--- config.mk ---
export PLATFORM = sky130hd
export DESIGN_NAME = utf8_decoder
export DESIGN_NICKNAME = d
export VERILOG_FILES = /design/src/rtl/utf8_decoder.sv
export SDC_FILE = /design/constraint.sdc
export NUM_CORES = 1
export LEC_CHECK = 0
export ABC_AREA = 0
export CORE_UTILIZATION = 54
export CTS_CLUSTER_DIAMETER = 100
export DETAILED_ROUTE_END_ITERATION = 12
export PLACE_DENSITY = 0.8
export SLEW_MARGIN = 20
export SYNTH_ARGS = -nofsm -noshare
export SYNTH_HDL_FRONTEND = slang
export SYNTH_SLANG_ARGS = --single-unit
--- constraint.sdc ---
create_clock -name clk -period 2.3 [get_ports clk]
set_input_delay 0.23 -clock clk [delete_from_list [all_inputs] [get_ports clk]]
set_output_delay 0.23 -clock clk [all_outputs]
set_load 0.05 [all_outputs]
--- src/rtl/utf8_decoder.sv ---
// utf8_decoder: streaming UTF-8 byte to code point decoder; define UTF8_DEC_STRICT_EN for strict lead/overlong/surrogate/range checks
module utf8_decoder #(
   parameter logic [20:0] REPLACE_CP = 21'h00FFFD
) (
   input  logic        clk,
   input  logic        rst,
   input  logic [7:0]  in_data,
   input  logic        in_valid,
   output logic        in_ready,
   input  logic        flush,
   output logic [20:0] out_cp,
   output logic        out_err,
   output logic [2:0]  out_err_code,
   output logic        out_valid,
   input  logic        out_ready,
   output logic        busy
);
`ifdef UTF8_DEC_STRICT_EN
   localparam bit STRICT = 1'b1;
`else
   localparam bit STRICT = 1'b0;
`endif
   typedef enum logic [1:0] {IDLE, CONT, REPLAY} state_t;
   state_t state, nxt_state;
   logic [1:0] cnt, nxt_cnt;
   logic [14:0] payload, nxt_payload;
   logic [20:0] shifted, cp;
   logic [7:0] rbyte, src;
   logic [2:0] chk, nxt_chk, code, bad2;
   logic flush_pend, out_free, acc, go, emit, do_flush;
   assign out_free = ~out_valid | out_ready;
   assign in_ready = out_free & (state != REPLAY) & ~(flush_pend & (state == CONT));
   assign acc = in_valid & in_ready;
   assign busy = state == CONT;
   assign src = (state == REPLAY) ? rbyte : in_data;
   assign go = (state == REPLAY) ? out_free : acc;
   assign do_flush = (state == CONT) & out_free & (flush_pend | (flush & ~acc));
   assign shifted = {payload, src[5:0]};
   assign bad2 = (chk == 3'd1 && src < 8'hA0) ? 3'd4 :
                 (chk == 3'd2 && src > 8'h9F) ? 3'd5 :
                 (chk == 3'd3 && src < 8'h90) ? 3'd4 :
                 (chk == 3'd4 && src > 8'h8F) ? 3'd6 : 3'd0;
   // Decode the current byte against the collected sequence context
   always_comb begin
      nxt_state = IDLE;
      nxt_cnt = 2'd0;
      nxt_payload = 15'd0;
      nxt_chk = 3'd0;
      emit = 1'b1;
      cp = REPLACE_CP;
      code = 3'd0;
      if (state == CONT) begin
         if (src[7:6] != 2'b10) begin
            code = 3'd3;
            nxt_state = REPLAY;
         end else if (bad2 != 3'd0) begin
            code = bad2;
            nxt_state = REPLAY;
         end else begin
            emit = cnt == 2'd1;
            cp = shifted;
            nxt_cnt = cnt - 2'd1;
            nxt_payload = shifted[14:0];
            nxt_state = (cnt == 2'd1) ? IDLE : CONT;
         end
      end else if (!src[7]) begin
         cp = {13'd0, src};
      end else if (src[7:6] == 2'b10) begin
         code = 3'd1;
      end else if (src[7:5] == 3'b110 && (!STRICT || src[4:1] != 4'd0)) begin
         emit = 1'b0;
         nxt_state = CONT;
         nxt_cnt = 2'd1;
         nxt_payload = {10'd0, src[4:0]};
      end else if (src[7:4] == 4'b1110) begin
         emit = 1'b0;
         nxt_state = CONT;
         nxt_cnt = 2'd2;
         nxt_payload = {11'd0, src[3:0]};
         nxt_chk = !STRICT ? 3'd0 : (src == 8'hE0) ? 3'd1 : (src == 8'hED) ? 3'd2 : 3'd0;
      end else if (src[7:3] == 5'b11110 && (!STRICT || src <= 8'hF4)) begin
         emit = 1'b0;
         nxt_state = CONT;
         nxt_cnt = 2'd3;
         nxt_payload = {12'd0, src[2:0]};
         nxt_chk = !STRICT ? 3'd0 : (src == 8'hF0) ? 3'd3 : (src == 8'hF4) ? 3'd4 : 3'd0;
      end else begin
         code = 3'd2;
      end
   end
   // Sequence state, replay/flush bookkeeping and the single-entry output word
   always_ff @(posedge clk or posedge rst) begin
      if (rst) begin
         state <= IDLE;
         cnt <= 2'd0;
         payload <= 15'd0;
         chk <= 3'd0;
         rbyte <= 8'd0;
         flush_pend <= 1'b0;
         out_valid <= 1'b0;
         out_cp <= 21'd0;
         out_err <= 1'b0;
         out_err_code <= 3'd0;
      end else begin
         flush_pend <= (flush & acc) | ((state == CONT) & flush & ~do_flush) |
                       (flush_pend & (state != IDLE) & ~do_flush);
         if (do_flush) begin
            state <= IDLE;
            cnt <= 2'd0;
            payload <= 15'd0;
            chk <= 3'd0;
         end else if (go) begin
            state <= nxt_state;
            cnt <= nxt_cnt;
            payload <= nxt_payload;
            chk <= nxt_chk;
            if (nxt_state == REPLAY) rbyte <= src;
         end
         if (do_flush || (go && emit)) begin
            out_valid <= 1'b1;
            out_cp <= do_flush ? REPLACE_CP : cp;
            out_err <= do_flush || code != 3'd0;
            out_err_code <= do_flush ? 3'd3 : code;
         end else if (out_ready) begin
            out_valid <= 1'b0;
         end
      end
   end
endmodule

**Word level (Yosys, flattened, before mapping)**

Cells that the tools add are included.

- Bits in registers: 57
- Latch bits: 0
- RAM bits: 0
- Bits in read-only memories: 0
- Output and inout bits: 28
- Memories kept: 0

- $add $sub $neg: 1
- Multipliers: 0
- Divide/modulo/power cells: 0
- Order comparisons: 4
- Equal/unequal tests: 14
- Shifts and indexed selects: 0
- Multiplexer cells: 63
- Bitwise logic cells: 20
- Reduce and logical (&&, ||, !) cells: 13

Operators with widths:

| kind | number |
|---|---|
| 21-bit 2-to-1 mux | 4 |
| 15-bit 2-to-1 mux | 5 |
| 2-bit 2-to-1 mux | 20 |
| 3-bit 2-to-1 mux | 11 |
| 1-bit 2-to-1 mux | 17 |
| 8-bit > comparator, second input constant | 2 |
| 8-bit < comparator, second input constant | 2 |
| 16-bit 2-to-1 mux | 1 |
| 5-bit 2-to-1 mux | 3 |
| 1-bit bitwise AND | 12 |
| 8-bit 2-to-1 mux | 1 |
| 2-bit equality test, second input constant | 3 |
| 3-bit by 2-bit equality test with 1-bit output, second input constant | 2 |
| 3-bit equality test, second input constant | 2 |
| 2-bit nonzero test | 3 |
| 3-bit nonzero test | 2 |
| 5-bit equality test, second input constant | 1 |
| 1-bit logical AND | 5 |
| 2-bit by 1-bit equality test with 1-bit output, second input constant | 2 |
| 4-bit equality test, second input constant | 1 |
| 4-bit 2-to-1 mux | 1 |
| 2-bit != test, second input constant | 2 |
| 1-bit NOT | 4 |
| 1-bit OR | 4 |
| 4 further kinds | 5 |

**Depth between registers and ports, before layout**

Gate-level depths: netlist of run 1.

- Depth in word-level cells: 15
- Gate-level depth with buffers: 8
- Depth with buffers taken out: 6

**Least setup slack after synthesis of run 1**

Ideal clock, no wire load.

- Kind: register to output
- From: register state[1]
- To: output in_ready
- Data arrival time: 2.141 ns
- Path slack: -0.071 ns
- Cell stages (with the launch flop): 6
- Path buffers: 2
- Path through: dfrtp_1 buf_6 nand2b_2 inv_1 clkbuf_1 a21oi_1

- Cells in the longest elaborated chain, start to end: 4
- Elaborated cells between the ends (all ways): 6
- Classes of those cells: eq/ne (2); bitwise (4)

Ends and longest elaborated chain:

| element | RTL line | source |
|---|---|---|
| start: declaration | 24 | `state_t state, nxt_state;` |
| start signal: assignment | 113 | `state <= nxt_state;` |
| 2-bit by 1-bit equality test with 1-bit output | -- |  |
| net busy | 16 | `output logic busy` |
| 1-bit bitwise AND | 32 | `assign in_ready = out_free & (state != REPLAY) & ~(flush_pend & (state == CONT));` |
| 1-bit NOT | 32 |  |
| 1-bit bitwise AND | 32 |  |
| end: declaration | 9 | `output logic in_ready,` |

The timed path passes the listed nets, and every way through them passes these cells.

**Worst setup path in the final report of run 1**

- From: register state[0]
- To: register out_cp[1]

- Cells in the longest elaborated chain, start to end: 14
- Elaborated cells between the ends (all ways): 48
- Classes of those cells: order compare (4); eq/ne (8); mux (19); bitwise (10); reduce/logical (7)

Ends and longest elaborated chain:

| element | RTL line | source |
|---|---|---|
| 2-bit equality test | 35, 36 |  |
| 8-bit 2-to-1 mux | 35 | `assign src = (state == REPLAY) ? rbyte : in_data;` |
| 8-bit > comparator | 42 | `(chk == 3'd4 && src > 8'h8F) ? 3'd6 : 3'd0;` |
| 1-bit logical AND | 42 |  |
| 3-bit 2-to-1 mux | 42 |  |
| 3-bit 2-to-1 mux | 41 | `(chk == 3'd3 && src < 8'h90) ? 3'd4 :` |
| 3-bit 2-to-1 mux | 40 | `(chk == 3'd2 && src > 8'h9F) ? 3'd5 :` |
| 3-bit 2-to-1 mux | 39 | `assign bad2 = (chk == 3'd1 && src < 8'hA0) ? 3'd4 :` |
| 3-bit nonzero test | 56 | `end else if (bad2 != 3'd0) begin` |
| 1-bit 2-to-1 mux | 56 |  |
| 1-bit 2-to-1 mux | 53 | `if (src[7:6] != 2'b10) begin` |
| 1-bit 2-to-1 mux | 52 | `if (state == CONT) begin` |
| 1-bit logical AND | 119 | `if (do_flush \|\| (go && emit)) begin` |
| 1-bit logical OR | 119 |  |
| end signal: assignment | 121 | `out_cp <= do_flush ? REPLACE_CP : cp;` |
| end: declaration | 11 | `output logic [20:0] out_cp,` |

Parallel ways exist; a longest one is shown, timed or not.
A chain may end at the register's enable or synchronous reset.

==> results of run 1 <==
-- cell families after synthesis --
group                    share of synthesized area
AO/OA/AOI/OAI                               0.2613
XOR/XNOR                                  0.003249
adder cells (fa/ha/maj)                   0.004640
buffers and inverters                      0.04640
flip-flops                                  0.4919
multiplexers                               0.05940
other                                     0.001391
AND/OR/NAND/NOR                             0.1318
-- path summary, 6_finish.rpt --
path                             start          end  slack, ps  cells past startpoint
setup / recovery              state[0]    out_cp[1]        130                      5
setup reg to reg              state[0]    out_cp[1]        130                      5
max in group asynchronous          rst     rbyte[7]       1780                      3
hold reg to reg            payload[13]  payload[13]        510                      1
min in group clk           payload[13]  payload[13]        510                      1
hold / removal                     rst   flush_pend        270                      3
-- worst max-delay path, delay by kind of cell (launching register included) --
kind | cells | cell delay [ps]
flip-flops | 1 | 390
multiplexers | 1 | 460
AND/OR/NAND/NOR | 2 | 830
AO/OA/AOI/OAI | 2 | 410
-- cell type report --
cell class | count | area (µm²) | area share
Clock buffer | 6 | 72.57 | 0.02175
Clock inverter | 2 | 13.76 | 0.004124
Inverter | 5 | 21.27 | 0.006374
Multi-Input combinational cell | 187 | 1249 | 0.3742
Sequential cell | 53 | 1326 | 0.3974
Tap cell | 67 | 83.83 | 0.02512
Timing Repair Buffer | 57 | 570.5 | 0.1710
-- synth_stat cells, drive strengths merged, types with 2 or more instances --
master / instances / share of area
nor4: 3 / 0.013
mux2i: 7 / 0.026
nor3: 4 / 0.0074
dfrtp: 53 / 0.49
o31ai: 2 / 0.0074
o211ai: 16 / 0.045
a22o: 12 / 0.039
a21oi: 30 / 0.056
or2: 2 / 0.0046
o21ai: 27 / 0.050
a21o: 3 / 0.0084
nor3b: 2 / 0.0056
nand4bb: 2 / 0.0084
buf: 13 / 0.032
nor2: 13 / 0.019
nand2: 22 / 0.031
clkbuf: 5 / 0.0070
and2: 2 / 0.0046
a21boi: 5 / 0.019
o221ai: 3 / 0.012
mux2: 7 / 0.033
nand2b: 3 / 0.011
a31oi: 2 / 0.0046
inv: 5 / 0.0079
o22ai: 3 / 0.0070
-- registers in the layout (all words and copies together) (netlist names) --
signal	count
state	2
out_valid	1
out_err	1
out_err_code	2
flush_pend	1
rbyte	8
cnt	2
payload	15
out_cp	21
-- power by group through the flow --
stage / Sequential, mW / Combinational, mW / Clock (mW)
finish: 1.51 / 3.14 / 0.520
global route: 1.55 / 3.36 / 0.575
CTS: 1.51 / 3.13 / 0.534
detailed placement: 1.52 / 3.11 / 0
global placement: 1.52 / 3.05 / 0
floorplan: 2.10 / 1.54 / 0
-- through the flow --
stage / total power [mW] / instances / hold WS, ps / instance area [µm²]
2_1_floorplan: 3.645 / 263 / 377.0 / 2700
3_3_place_gp: 4.572 / 369 / 491.2 / 3251
3_5_place_dp: 4.638 / 369 / 496.1 / 3251
4_1_cts: 5.169 / 377 / 293.6 / 3337
5_1_grt: 5.484 / 377 / 308.9 / 3337
6_report: 5.171 / 377 / 270.8 / 3337
-- per-layer routing --
layer | wire length (µm) | vias up | part of all wire
met5 | 0 | - | 0
met4 | 38 | 0 | 0.0061
met3 | 453 | 4 | 0.073
met2 | 3013 | 106 | 0.48
met1 | 2742 | 1133 | 0.44
li1 | - | 1065 | -
==> metrics.txt, run 1 <==
status finished, final reports clean; Slowest cell on crit path or4_1; worst vdd ir between 600 and 700 µV; drt total wl between 6 and 7 mm; Post-Synthesis Net Count around 280; Avg Synthesized Cell Area 10.25 µm²; NetSw ~2.5 mW; max-slew violations 0; sw frac 0.4799; met2 Use GR 0.4071; number of flops mapped to enable cells by yosys 0; period utilization 0.9449; antenna fix cells 0; power share of the sequential group 0.292; Tightest Pin Transition between 500 and 600 ps; DR DRC count 0; largest net degree at the start of global routing 54; Final Hold Viols 0; Setup WS pre-CTS 47.44 ps; FILL cells 387; Routed WL per cell between 15 and 20 µm; Gate Count Post-Synth approximately 260; crit path cell chain nand2b_4 -> mux2i_1 -> a21oi_1 -> or4_1 -> a21boi_1; number of global-route vias before repair between 2000 and 2500; worst setup path category reg2reg; Worst Path Required between 2000 and 3000 ps; Core Util, Final 0.7018; Core Region ~0.0048 mm²; CTS Hold Bufs 0; crit path DAT approximately 2400 ps; routed vias about 2300; Top FF cell, synth dfrtp_1; initial drt markers 160; post-route ant nets 0; Starting Density 0.5671; maximum clock rate 460.1 MHz; First-pass DRT Iterations 4; clock network fraction of total power 0.101; Setup Buffers After CTS 0; final worst clock skew just under 7 ps; Internal between 2 and 3 mW; die area ~0.0053 mm²; first-pass GRT wire length 10.46 mm; M1 GR Usage 0.3727; minimum clock period 2173 ps; GR Layer Usage met3 0.06215; H-tree Lvls 2; Seq/Total Area, Yosys 0.4919; pwr dens between 1500 and 2000 mW/mm²; Startpoint Class register; RePlAce Congestion between 0.8 and 0.9; cell row count 25; Worst Path Max Fanout 13; post-synthesis register bit count between 50 and 60; Async SR Flop Fraction 1.000; Clock transition at path regs ~90 ps; Vias/cell between 6 and 7; Setup Total Neg Slack 0 ps; critical path capture point type register; cts repair resizes 0; CTS tree built; initial antenna violation count 0; worst min-delay path class in2async; Logic pwr share 0.608; Synth-to-Final Area Change 23.76%; chip height ~73 µm; commonest non-fill, non-tap cell in the layout dfrtp_1; Total Routing Usage GR 0.2610; TritonCTS Buffers 5; Worst Setup Slack, final ~130 ps; Synth Warn # 0; gr busiest metal met2; RSZ-0062 raised after global routing no; clk root buf clkbuf_8; Chip Width about 73 µm; commonest cells after routing, fill and taps aside 53 x dfrtp_1, 37 x clkdlybuf4s50_1, 29 x a21oi_1; synthesized cell area 0.002696 mm²; # setup viols final 0; Netlist cell types between 50 and 60; Clock Sinks 53; io pins 41; Skew-Pair Late Insertion Delay 310 ps; # port buffers 39; final global-route overflow total 0; Longest Clk Path Bufs 2; Leak roughly 1.4 nW; CP peak stage delay about 570 ps; layout cells sized above 1 0.1516; Nets 323; Slew HR 0.6546; hpwl dp approximately 4.4 mm; maxcap violations 0
(Power assumes the default switching activity.)
==> run 2, diff against run 1 <==
GPL_TIMING_DRIVEN = 0   (was default)
clock period = 2.4 ns   (was 2.3 ns; I/O delays follow)
==> run 2 against run 1 <==
Via count fell by 1.8%. Cell count increased by 1.3%. Clock skew decreased by 3.8 ps. Clock power shrank 2%. Count of clock-buffer cells in the layout down 1. Worst setup slack improved by 33 ps.
==> metrics.txt, run 2 (synthesis results as in run 1) <==
final worst clock skew 2.932 ps; H-tree Lvls 2; Placed Area about 0.0032 mm²; Setup Total Neg Slack 0 ps; status finished, final reports clean; Biggest register out_cp; Starting Density 0.5671; commonest non-fill, non-tap cell in the layout dfrtp_1; worst min-delay path class in2async; Slowest cell on crit path dfrtp_1; max-slew violations 0; Startpoint Class register; post-route ant nets 0; fin cells between 300 and 400; maximum clock rate ~450 MHz; First-pass DRT Iterations 4; crit path DAT approximately 2000 ps; CP peak stage delay roughly 480 ps; # port buffers 39; drt total wl 6.297 mm; Tightest Pin Transition 745.7 ps; routed vias ~2300; Clock transition at path regs 90 ps; number of global-route vias before repair roughly 2100; worst vdd ir 724.8 µV; DR DRC count 0; max reg flops 21; die area between 0.005 and 0.006 mm²; R2R depth 6; area of the multi-input gates 0.001245 mm²; largest net degree at the start of global routing 35; Worst Path Buf+Inv 4; delay-heaviest family, CP buffers and inverters; PnR Total Power between 4 and 5 mW; register area 0.001326 mm²; R2R setup slack 220 ps; Skew-Pair Late Insertion Delay 320 ps; initial antenna violation count 0; maxcap violations 0; RePlAce Congestion just over 0.9; first-pass GRT wire length approximately 10 mm; layout cells sized above 1 0.1524; biggest regs out_cp: 21 flops, payload: 15 flops, rbyte: 8 flops; Total Routing Usage GR 0.2632; # setup viols final 0; Longest Clk Path Bufs 2; Final Instance Area between 0.003 and 0.004 mm²; final global-route overflow total 0; cell row count 25; CTS tree built; hpwl dp 4.576 mm; r2r startpoint state[0]; Chip Width between 70 and 80 µm; Synth-to-Final Area Change 23.57%; TritonCTS Buffers 5; initial drt markers around 200; Leak 1.433 nW; pwr dens roughly 1500 mW/mm²; Vias/cell 5.935; placed insts 370; worst setup path category reg2out; Clock Sinks 53; critical path capture point type output port; Nets 328; crit path cell chain buf_6 -> nand2b_2 -> clkinvlp_4 -> buf_12 -> clkdlybuf4s15_1; chip height a little over 70 µm; Worst Path Max Fanout 10; Final Hold Viols 0; io pins a little over 40; commonest cells after routing, fill and taps aside 53 x dfrtp_1, 37 x clkdlybuf4s50_1, 30 x a21oi_1; antenna fix cells 0; Slew HR 0.4998; Worst Path Required approximately 2200 ps; period utilization 0.9334; minimum clock period around 2200 ps; worst setup path start state[1]; reg2reg end out_err; RSZ-0062 raised after global routing no; FILL cells slightly below 400; Routed WL per cell ~16 µm; clk root buf clkbuf_8; CTS Hold Bufs 0; Core Region between 0.004 and 0.005 mm²
-- run 2: per-stage QoR --
stage                     setup slack (ps)  utilization  hold WS [ps]
after floorplan                      18.92            -         387.0
after global placement              -223.5       0.6668         489.1
after detailed placement            -246.5       0.6711         498.5
after CTS                            37.38       0.6903         252.2
after global routing                 35.91       0.7008         286.9
final                                159.9       0.7008         236.8
-- run 2: cell type report --
cell class	count	share of cell area
timing repair buffer	45	0.1386
clock inverter	3	0.006384
multi-input combinational	187	0.3736
inverter	5	0.007510
sequential	53	0.3980
clock buffer	5	0.02065
tap	67	0.02516
buffer	17	0.03004
-- run 2: worst reg2reg max path, stage by stage, from the launching register on --
cell and delay (ps):
dfrtp_1 500, nand2b_4 210, mux2_2 410, a21o_1 190
buf_6 130, a21boi_4 300, mux2_4 330
-- run 2: worst max-delay path by stage --
stage               slack [ps]  cells past startpoint          to
CTS                         40                      5    in_ready
detailed placement        -250                      5        busy
global route                40                      7  payload[2]
global placement          -220                      5        busy
floorplan                   20                      5    in_ready
finish                     160                      5        busy
-- run 2: report_power, final --
| group | total [mW] | switching (mW) | internal, mW | leakage, nW |
|---|---|---|---|---|
| Sequential | 1.46 | 0.236 | 1.22 | 0.648 |
| Combinational | 2.96 | 1.85 | 1.11 | 0.740 |
| Clock | 0.511 | 0.303 | 0.207 | 0.0445 |
| Total | 4.93 | 2.39 | 2.54 | 1.43 |
-- run 2: per-layer routing --
layer / share of wire / GRT usage / up-vias
met5: 0 / 0 / -
met3: 0.054 / 0.05110 / 9
met1: 0.45 / 0.3607 / 1113
li1: - / - / 1069
met4: 0.020 / 0.1220 / 0
met2: 0.47 / 0.4060 / 76
-- run 2: repair_timing --
item / CTS / global route
gates resized for setup: 6 / 0
buffers inserted: 0 / 5
pin swaps: 0 / 0
endpoints found under the setup margin: 2 / 1
